==> src/rtl/multicycle_controller.sv <==
// multicycle_controller: Moore FSM sequencing a multicycle RISC-V datapath
module multicycle_controller (
  input  logic       clk,
  input  logic       reset,
  input  logic [6:0] op,
  input  logic [2:0] funct3,
  input  logic       funct7b5,
  input  logic       zero,
  output logic [1:0] immsrc,
  output logic [1:0] alusrca,
  output logic [1:0] alusrcb,
  output logic [1:0] resultsrc,
  output logic [2:0] alucontrol,
  output logic       adrsrc,
  output logic       irwrite,
  output logic       pcwrite,
  output logic       regwrite,
  output logic       memwrite
);
  localparam logic [6:0] OP_LW = 7'b0000011, OP_SW = 7'b0100011, OP_R = 7'b0110011,
                         OP_I = 7'b0010011, OP_JAL = 7'b1101111, OP_BEQ = 7'b1100011;
  typedef enum logic [3:0] {
    FETCH, DECODE, MEMADR, MEMREAD, MEMWB, MEMWRITE, EXECR, ALUWB, EXECI, JAL, BEQ
  } state_t;
  state_t state, next;
  logic [1:0] aluop;
  logic pcupdate, branch, ir, rw, mw;
  always_ff @(posedge clk or posedge reset)
    if (reset) state <= FETCH;
    else state <= next;
  always_comb begin
    next = FETCH;
    case (state)
      FETCH:   next = DECODE;
      DECODE:  next = (op == OP_LW || op == OP_SW) ? MEMADR :
                      op == OP_R ? EXECR : op == OP_I ? EXECI :
                      op == OP_JAL ? JAL : op == OP_BEQ ? BEQ : FETCH;
      MEMADR:  next = op == OP_LW ? MEMREAD : MEMWRITE;
      MEMREAD: next = MEMWB;
      EXECR, EXECI, JAL: next = ALUWB;
      default: next = FETCH;
    endcase
  end
  always_comb begin
    adrsrc = 1'b0;
    ir = 1'b0;
    rw = 1'b0;
    mw = 1'b0;
    alusrca = 2'b00;
    alusrcb = 2'b00;
    resultsrc = 2'b00;
    aluop = 2'b00;
    pcupdate = 1'b0;
    branch = 1'b0;
    case (state)
      FETCH:    begin ir = 1'b1; alusrcb = 2'b10; resultsrc = 2'b10; pcupdate = 1'b1; end
      DECODE:   begin alusrca = 2'b01; alusrcb = 2'b01; end
      MEMADR:   begin alusrca = 2'b10; alusrcb = 2'b01; end
      MEMREAD:  adrsrc = 1'b1;
      MEMWB:    begin resultsrc = 2'b01; rw = 1'b1; end
      MEMWRITE: begin adrsrc = 1'b1; mw = 1'b1; end
      EXECR:    begin alusrca = 2'b10; aluop = 2'b10; end
      EXECI:    begin alusrca = 2'b10; alusrcb = 2'b01; aluop = 2'b10; end
      ALUWB:    rw = 1'b1;
      JAL:      begin alusrca = 2'b01; alusrcb = 2'b10; pcupdate = 1'b1; end
      BEQ:      begin alusrca = 2'b10; aluop = 2'b01; branch = 1'b1; end
      default:  ;
    endcase
  end
  // write enables are forced low during reset even though FETCH would assert them
  assign irwrite  = ir & ~reset;
  assign regwrite = rw & ~reset;
  assign memwrite = mw & ~reset;
  assign pcwrite  = (pcupdate | (branch & zero)) & ~reset;
  assign immsrc = (op == OP_SW) ? 2'b01 : (op == OP_BEQ) ? 2'b10 : (op == OP_JAL) ? 2'b11 : 2'b00;
  assign alucontrol = aluop == 2'b01 ? 3'b001 :
                      aluop != 2'b10 ? 3'b000 :
                      funct3 == 3'b000 ? {2'b00, op[5] & funct7b5} :
                      funct3 == 3'b010 ? 3'b101 :
                      funct3 == 3'b110 ? 3'b011 :
                      funct3 == 3'b111 ? 3'b010 : 3'b000;
endmodule

==> config.mk <==
export PLATFORM = sky130hd
export DESIGN_NAME = multicycle_controller
export DESIGN_NICKNAME = d
export VERILOG_FILES = /design/src/rtl/multicycle_controller.sv
export SDC_FILE = /design/constraint.sdc
export NUM_CORES = 1
export LEC_CHECK = 0
export ABC_AREA = 1
export BUFFER_PORTS_ARGS = -buffer_cell sky130_fd_sc_hd__buf_2
export CAP_MARGIN = 20
export CORE_AREA = 2 2 39 41
export DETAILED_ROUTE_END_ITERATION = 10
export DIE_AREA = 0 0 41 43
export GPL_ROUTABILITY_DRIVEN = 0
export MAX_ROUTING_LAYER = met4
export PLACE_DENSITY = 0.69
export SLEW_MARGIN = 15
export SYNTH_ARGS = -nofsm -noshare
export SYNTH_HDL_FRONTEND = slang
export SYNTH_SLANG_ARGS = --single-unit
==> constraint.sdc <==
create_clock -name clk -period 3.7 [get_ports clk]
set_input_delay 0.74 -clock clk [delete_from_list [all_inputs] [get_ports clk]]
set_output_delay 0.74 -clock clk [all_outputs]
set_load 0.01 [all_outputs]
==> results.cfg, run 1 <==
[synthesis]
ys_types = 16
syn_nets = 111
synth_top_area_share_pct = 19.7
ys.flop_type = dfrtp_1
async_flop_share_pct = 100
yosys_warnings = 0
netlist_top_cells_count = nand2_1, nor2_1, inv_1, inv_2, nand3_1
seq_area_frac_synth_pct = 19.7
synth_area_leaders = dfrtp_1, nand2_1, nor2_1
ys_ff_latch = 4
syn_inst = 97
syn-cell-area_sq_um = 509
synth-edff-count = 0
syn_avg_cell_area_sq_um = 5.25
synth.most_common_cell = nand2_1
synth_largest_area_cell = dfrtp_1

[cells_and_area]
stdcell_area_sq_um = 697
finish.utilization_pct = 50.4
largest-register = state
multi_input_area_sq_um = 334
area_delta_synth_final_pct = 36.9
layout.nets = 145
largestRegisters = state (4)
fillers = 139
fin_cells = 145
drive_above_1_share_pct = 35.7
seq_area_sq_um = 100
diodes = 0
largest_reg_flops = 4

[placed_design]
placed_area_sq_um = 674
place_inst = 142
dp_hpwl_microns = 1090
portBuffers = 29

[pwr]
clkPwrFrac_pct = 19.5
swShare_pct = 46.9
ir_drop_uv = 205
power_density_nw_per_um2 = 418
p_leak_uw = 0.000449
power_frac_comb_pct = 57.5
finalPower_uw = 291
switchingPower_uw = 137
internal_power_uw = 155
seqPwrFrac_pct = 23.0

[die]
die_y_microns = 43
row_count = 14
design.core.area_sq_um = 1380
die-area_sq_um = 1760
dieWidth_microns = 41
boundaryPins = 30
start_util_pct = 36.8

[cts]
cts-root-buf = clkbuf_4
clk_pin_slew_ps = 40
cts_tree = built
clkLatencyLatePin_ps = 240
cts_resized = 0
cts_setup_buffers = 0
cts_buffers = 3
clock_path_buffers = 2
cts_hold_buffers = 0
htree_num_levels = 1
cts.sinks = 4

[worst_setup_path]
worstPathRequired_ps = 2960
cp_max_fo = 5
critical-path-max-stage-delay_ps = 420
cp_num_buf_inv = 2
path_class = register to output pin
cp.arrival_ps = 1530
cpMostUsedCell = nand2_1
cp-end-kind = output pin
crit_chain = nor2_1 -> nand2_1 -> nand2_1 -> inv_2 -> o2bb2ai_1 -> buf_2
cp-start-kind = register
critPathTopFamily = simple AND/OR/NAND/NOR gates
slowest_stage = dfrtp_1

[job]
drv_cap = 0

[global_route]
antenna_found_initial = 0
gr-total-overflow = 0
grt_pass1_wl_microns = 2220
grt_pass1_vias = 623
grt_max_degree = 7
track_usage_pct = 18.4

[detailed_routing]
ant_nets = 0
viasPerCell = 4.69
drt_wl_total_microns = 1280
drt_iter0_drc = 13
drt-wirelength-per-cell_microns = 8.86
via_count = 680
drc = 0
dr.pass1.iters = 4

[timing]
fin_crit_sh_pct = 61.4
fin_setup_tns_ps = 0
rsz0062_at_grt = false
maxSlewHeadroom_pct = 82.3
tightest_slew_ps = 264
fin_crit_ps = 2270
finalSetupViolCount = 0
clock.fmax_mhz = 440
finalClockSkew_ps = 5.63
finalMaxSlewViolations = 0
hold_viol = 0

[run_status]
status = complete, no violations

[hold_path]
hold_path_class = primary input to asynchronous set/reset pin
[cell type report]
type                    count  area share, %
multi-input cells          73           47.9
repair buffers             29           20.8
flip-flops and latches      4           14.4
inverters                  20           10.8
clock buffers               3           3.23
well taps                  16           2.87
[stage by stage]
stage | hold slack [ps] | worst slack, ps
after floorplan | 506 | 1720
after global placement | 664 | 1530
after detailed placement | 667 | 1490
after CTS | 405 | 1410
after global routing | 438 | 1300
final | 406 | 1430
[path summary, 6_finish.rpt]
check                          from       endpoint  slack [ps]  depth (start not counted)
max                        state[2]  alucontrol[0]        1430                          6
min                           reset       state[3]         410                          2
max reg2reg                state[2]       state[1]        2460                          7
min reg2reg                state[3]       state[2]         700                          3
max in group asynchronous     reset       state[0]        3140                          2
min in group clk           state[3]       state[2]         700                          3
[layer usage]
metal	vias up	track usage [%]	routed length [microns]
li1	365	-	-
met1	286	20.2	533
met2	26	30.6	647
met3	3	1.57	78
met4	0	10.0	24
met5	-	-	0
[worst register-to-register path: stages (launching register included)]
cell and delay [ps]:
dfrtp_1 420, nor2_1 260, nand2_1 120, nand2_1 160
inv_2 60, nand2_1 60, nor2_1 50, nand2_1 60
[cells by family (layout without fill, tap and decap cells)]
kind of cell | Yosys count | in the layout | share of synthesized area (%)
DFF | 4 | 4 | 19.7
AOI/OAI and AO/OA | 6 | 6 | 7.12
buffers and inverters | 20 | 52 | 14.7
and+or+nand+nor | 67 | 67 | 58.5
[cell usage in the layout, fill, tap and decap left out]
| master | synthesis | layout |
|---|---|---|
| inv_1 | 13 | 13 |
| nand4_1 | 2 | 2 |
| buf_2 | 0 | 29 |
| nor2_2 | 4 | 4 |
| nor2_1 | 24 | 24 |
| nor2_4 | 2 | 2 |
| o2bb2ai_1 | 1 | 1 |
| and3_1 | 1 | 1 |
| dfrtp_1 | 4 | 4 |
| a31oi_1 | 2 | 2 |
| nand2_1 | 25 | 25 |
| nand2_2 | 1 | 1 |
| clkbuf_4 | 0 | 3 |
| nor4_1 | 1 | 1 |
| inv_2 | 7 | 7 |
| nor3_1 | 1 | 1 |
| o21ai_0 | 3 | 3 |
| nand3_1 | 6 | 6 |
[power groups by stage]
stage / combinational [uW] / clock, uW / sequential (uW)
after CTS: 170 / 59.1 / 67.1
after floorplan: 112 / 0 / 65.2
after detailed placement: 170 / 0 / 67.6
after global routing: 192 / 60.7 / 69.1
final: 168 / 56.7 / 67.0
after global placement: 168 / 0 / 67.6
Note: power is estimated with default switching activity, not from simulation.
==> inputs of run 2 (changes only) <==
clock period = 2.2 ns   (was 3.7 ns; I/O delays follow)
==> run 2 against run 1 <==
Effect of this change:
- core utilization is the same
- via count grew 0.15%
- die area is the same
- global-route usage shrank 0.21 points
- sequential power grew 67%
- critical endpoint unchanged
- largest cell class unchanged
==> results.cfg, run 2 (synthesized netlist as in run 1, its figures left out) <==
[run_status]
status = complete, no violations

[detailed_routing]
drt_iter0_drc = 11
via_count = 681
drc = 0
ant_nets = 0
drt_wl_total_microns = 1320
drt-wirelength-per-cell_microns = 9.07
dr.pass1.iters = 4
viasPerCell = 4.70

[global_route]
track_usage_pct = 18.2
gr-total-overflow = 0
grt_pass1_vias = 594
grt_max_degree = 7
antenna_found_initial = 0
grt_pass1_wl_microns = 2160

[worst_setup_path]
cpMostUsedCell = nand2_1
crit_chain = nor2_1 -> nand2_1 -> nand2_1 -> inv_2 -> o2bb2ai_1 -> buf_2
cp-end-kind = output pin
cp.arrival_ps = 1540
worstPathRequired_ps = 1760
critical-path-max-stage-delay_ps = 410
path_class = register to output pin
cp_max_fo = 5
slowest_stage = dfrtp_1
cp-start-kind = register

[die]
row_count = 14
dieWidth_microns = 41
design.core.area_sq_um = 1380
start_util_pct = 36.8
die-area_sq_um = 1760
boundaryPins = 30
die_y_microns = 43

[pwr]
power_density_nw_per_um2 = 696
ir_drop_uv = 303
p_leak_uw = 0.000449

[cells_and_area]
stdcell_area_sq_um = 697
mostFrequentLayoutCell = buf_2
diodes = 0
area_delta_synth_final_pct = 36.9
largest-register = state
largest_reg_flops = 4
layout.nets = 145
drive_above_1_share_pct = 35.7
finish.utilization_pct = 50.4
fin_cells = 145
final_cell_mix = buf_2, nand2_1, nor2_1
largestRegisters = state (4)

[timing]
fin_setup_tns_ps = 0
clock.fmax_mhz = 506
finalSetupViolCount = 0
fin_crit_sh_pct = 89.9
whs_ps = 118
hold_viol = 0
finalClockSkew_ps = 2.42
tightest_slew_ps = 263
finalMaxSlewViolations = 0
fin_crit_ps = 1980
maxSlewHeadroom_pct = 82.4
rsz0062_at_grt = false

[cts]
cts-root-buf = clkbuf_4
cts_setup_buffers = 0
cts_resized = 0
cts_tree = built
cts_buffers = 3
cts_hold_buffers = 0
clock_path_buffers = 2
cts.sinks = 4
clk_pin_slew_ps = 40
clkLatencyLatePin_ps = 230
htree_num_levels = 1

[hold_path]
hold_path_class = primary input to asynchronous set/reset pin

[placed_design]
portBuffers = 29
dp_hpwl_microns = 1110
placed_area_sq_um = 674
place_inst = 142

[job]
drv_cap = 0
-- run 2: cell counts in the layout (fill, tap and decap cells not counted) --
No cell type changed its count.
-- run 2: per-layer routing --
metal	share of wire, %	GRT usage [%]	up-vias	routed length (microns)
li1	-	-	361	-
met1	42	19.9	293	546
met4	0.61	10.7	0	8
met2	51	29.4	25	674
met5	0	-	-	0
met3	6.5	2.62	2	86
-- run 2: final timing paths --
kind | startpoint | to | slack [ps] | cells after the start
worst max-delay path | state[2] | alucontrol[0] | 220 | 6
worst min-delay path | reset | state[2] | 120 | 2
worst max register to register | state[2] | state[1] | 960 | 7
worst min register to register | state[3] | state[1] | 720 | 5
max in group asynchronous | reset | state[3] | 1930 | 2
min in group clk | op[4] | state[3] | 620 | 5
-- run 2: area by class of cell --
type	instances	area, sq um
well taps	16	20.0
fillers	146	687
repair buffers	29	145
flip-flops and latches	4	100
clock buffers	3	22.5
inverters	20	75.1
multi-input cells	73	334
-- run 2: power breakdown --
group / total, uW / internal, uW / switching (uW)
Sequential: 112 / 87.2 / 24.4
Combinational: 284 / 112 / 172
Clock: 89.6 / 60.9 / 28.7
Total: 485 / 260 / 225
-- run 2: metrics by stage --
stage	total power, uW	worst slack, ps
after floorplan	298	690
after global placement	400	585
after detailed placement	399	512
after CTS	493	246
after global routing	534	104
final	485	223
-- run 2: critical path: cells and delay by family, from the launching register on --
family,cells,cell delay [ps]
simple gates,3,530
buf+inv,2,210
compound gates,1,150
flops,1,410
==> inputs of run 3 (changes only) <==
HOLD_SLACK_MARGIN = 0.12   (was default)
==> run 3 against run 2 <==
Effect of this change:
- clock-buffer cell count unchanged
- clock power is essentially flat
- core utilization is 0.72 points higher
- global-route usage up 0.21 points
- wire length up 0.99%
- register-to-register slack barely moved
- hold slack improved by 500 ps
==> results.cfg, run 3 (synthesized netlist as in run 1, its figures left out) <==
[detailed_routing]
drt-wirelength-per-cell_microns = 9.10
viasPerCell = 4.69
drc = 0
drt_iter0_drc = 11
ant_nets = 0
dr.pass1.iters = 4
drt_wl_total_microns = 1330
via_count = 685

[timing]
fin_crit_ps = 1980
setup_ws_ps = 216
hold_viol = 0
rsz0062_at_grt = false
maxSlewHeadroom_pct = 82.4
finalSetupViolCount = 0
finalMaxSlewViolations = 0
clock.fmax_mhz = 504
fin_setup_tns_ps = 0
finalClockSkew_ps = 2.42
fin_crit_sh_pct = 90.2
tightest_slew_ps = 263

[cells_and_area]
final_cell_mix = buf_2, nand2_1, nor2_1
fillers = 145
largest_reg_flops = 4
area_delta_synth_final_pct = 38.8
largestRegisters = state (4)
mostFrequentLayoutCell = buf_2
layout.nets = 146
drive_above_1_share_pct = 35.4
diodes = 0
largest-register = state

[worst_setup_path]
path_class = primary input to output pin
cp-start-kind = primary input
cp.arrival_ps = 1540
cp_max_fo = 5
worstPathRequired_ps = 1760
cp-end-kind = output pin

[die]
die-area_sq_um = 1760
design.core.area_sq_um = 1380
row_count = 14
boundaryPins = 30
start_util_pct = 36.8
dieWidth_microns = 41
die_y_microns = 43

[cts]
clk_pin_slew_ps = 30
cts-root-buf = clkbuf_4
clock_path_buffers = 2
cts_resized = 0
clkLatencyLatePin_ps = 230
htree_num_levels = 1
cts_buffers = 3
cts_tree = built
cts.sinks = 4

[global_route]
antenna_found_initial = 0
track_usage_pct = 18.4
grt_max_degree = 7
grt_pass1_wl_microns = 2190
gr-total-overflow = 0
grt_pass1_vias = 606

[placed_design]
dp_hpwl_microns = 1110
portBuffers = 29
dp_slack_ps = 512

[hold_path]
hold_path_class = primary input to register

[run_status]
status = complete, no violations

[pwr]
power_density_nw_per_um2 = 689
ir_drop_uv = 303
finalPower_uw = 487
p_leak_uw = 0.000453

[job]
drv_cap = 0
==> run 3: changes by cell type in the layout (fill, tap and decap cells not counted), sizes merged <==
cell / change
dlygate4sd3: +1
==> run 3: worst paths after layout <==
check                      cells after the start  slack (ps)      from  endpoint
setup reg to reg                               7         960  state[2]  state[1]
max in group asynchronous                      3        1380     reset  state[3]
setup / recovery                               4         220     reset  regwrite
min in group asynchronous                      3         680     reset  state[2]
hold / removal                                 5         620     op[4]  state[3]
hold reg to reg                                5         720  state[3]  state[1]
==> run 3: area by class of cell <==
type                    instances  area (sq um)  area share [%]
well taps                      16          20.0            2.83
clock buffers                   3          22.5            3.19
inverters                      20          75.1            10.6
multi-input cells              73           334            47.3
repair buffers                 30           155            21.9
flip-flops and latches          4           100            14.2
==> run 3: what timing repair did <==
item,CTS,global route
hold endpoints to repair,2,0
setup buffers,0,0
hold buffers,1,0
==> run 3: through the flow <==
| stage | hold WS, ps | area (sq um) | util [%] | std cells |
|---|---|---|---|---|
| 2_1_floorplan | 206 | 509 | - | 97 |
| 3_3_place_gp | 365 | 674 | 48.7 | 142 |
| 3_5_place_dp | 369 | 674 | 48.7 | 142 |
| 4_1_cts | 625 | 707 | 51.1 | 146 |
| 5_1_grt | 679 | 707 | 51.1 | 146 |
| 6_report | 620 | 707 | 51.1 | 146 |
==> run 3: routing by layer <==
layer / global-route usage (%) / vias to the layer above / routed length [microns] / part of all wire [%]
li1: - / 363 / - / -
met1: 19.9 / 295 / 550 / 41
met2: 30.0 / 25 / 684 / 52
met3: 2.62 / 2 / 85 / 6.4
met4: 10.7 / 0 / 8 / 0.60
met5: - / - / 0 / 0
==> run 3: worst max-delay path: stages <==
cell	delay [ps]
dlygate4sd3_1	530
buf_2	150
nor4_1	250
buf_2	170
==> run 3: report_power, final <==
group	switching, uW	leakage, uW	total, uW	internal (uW)
Combinational	173	0.000386	286	113
Sequential	24.4	0.0000534	112	87.2
Clock	28.7	0.0000138	89.6	60.9
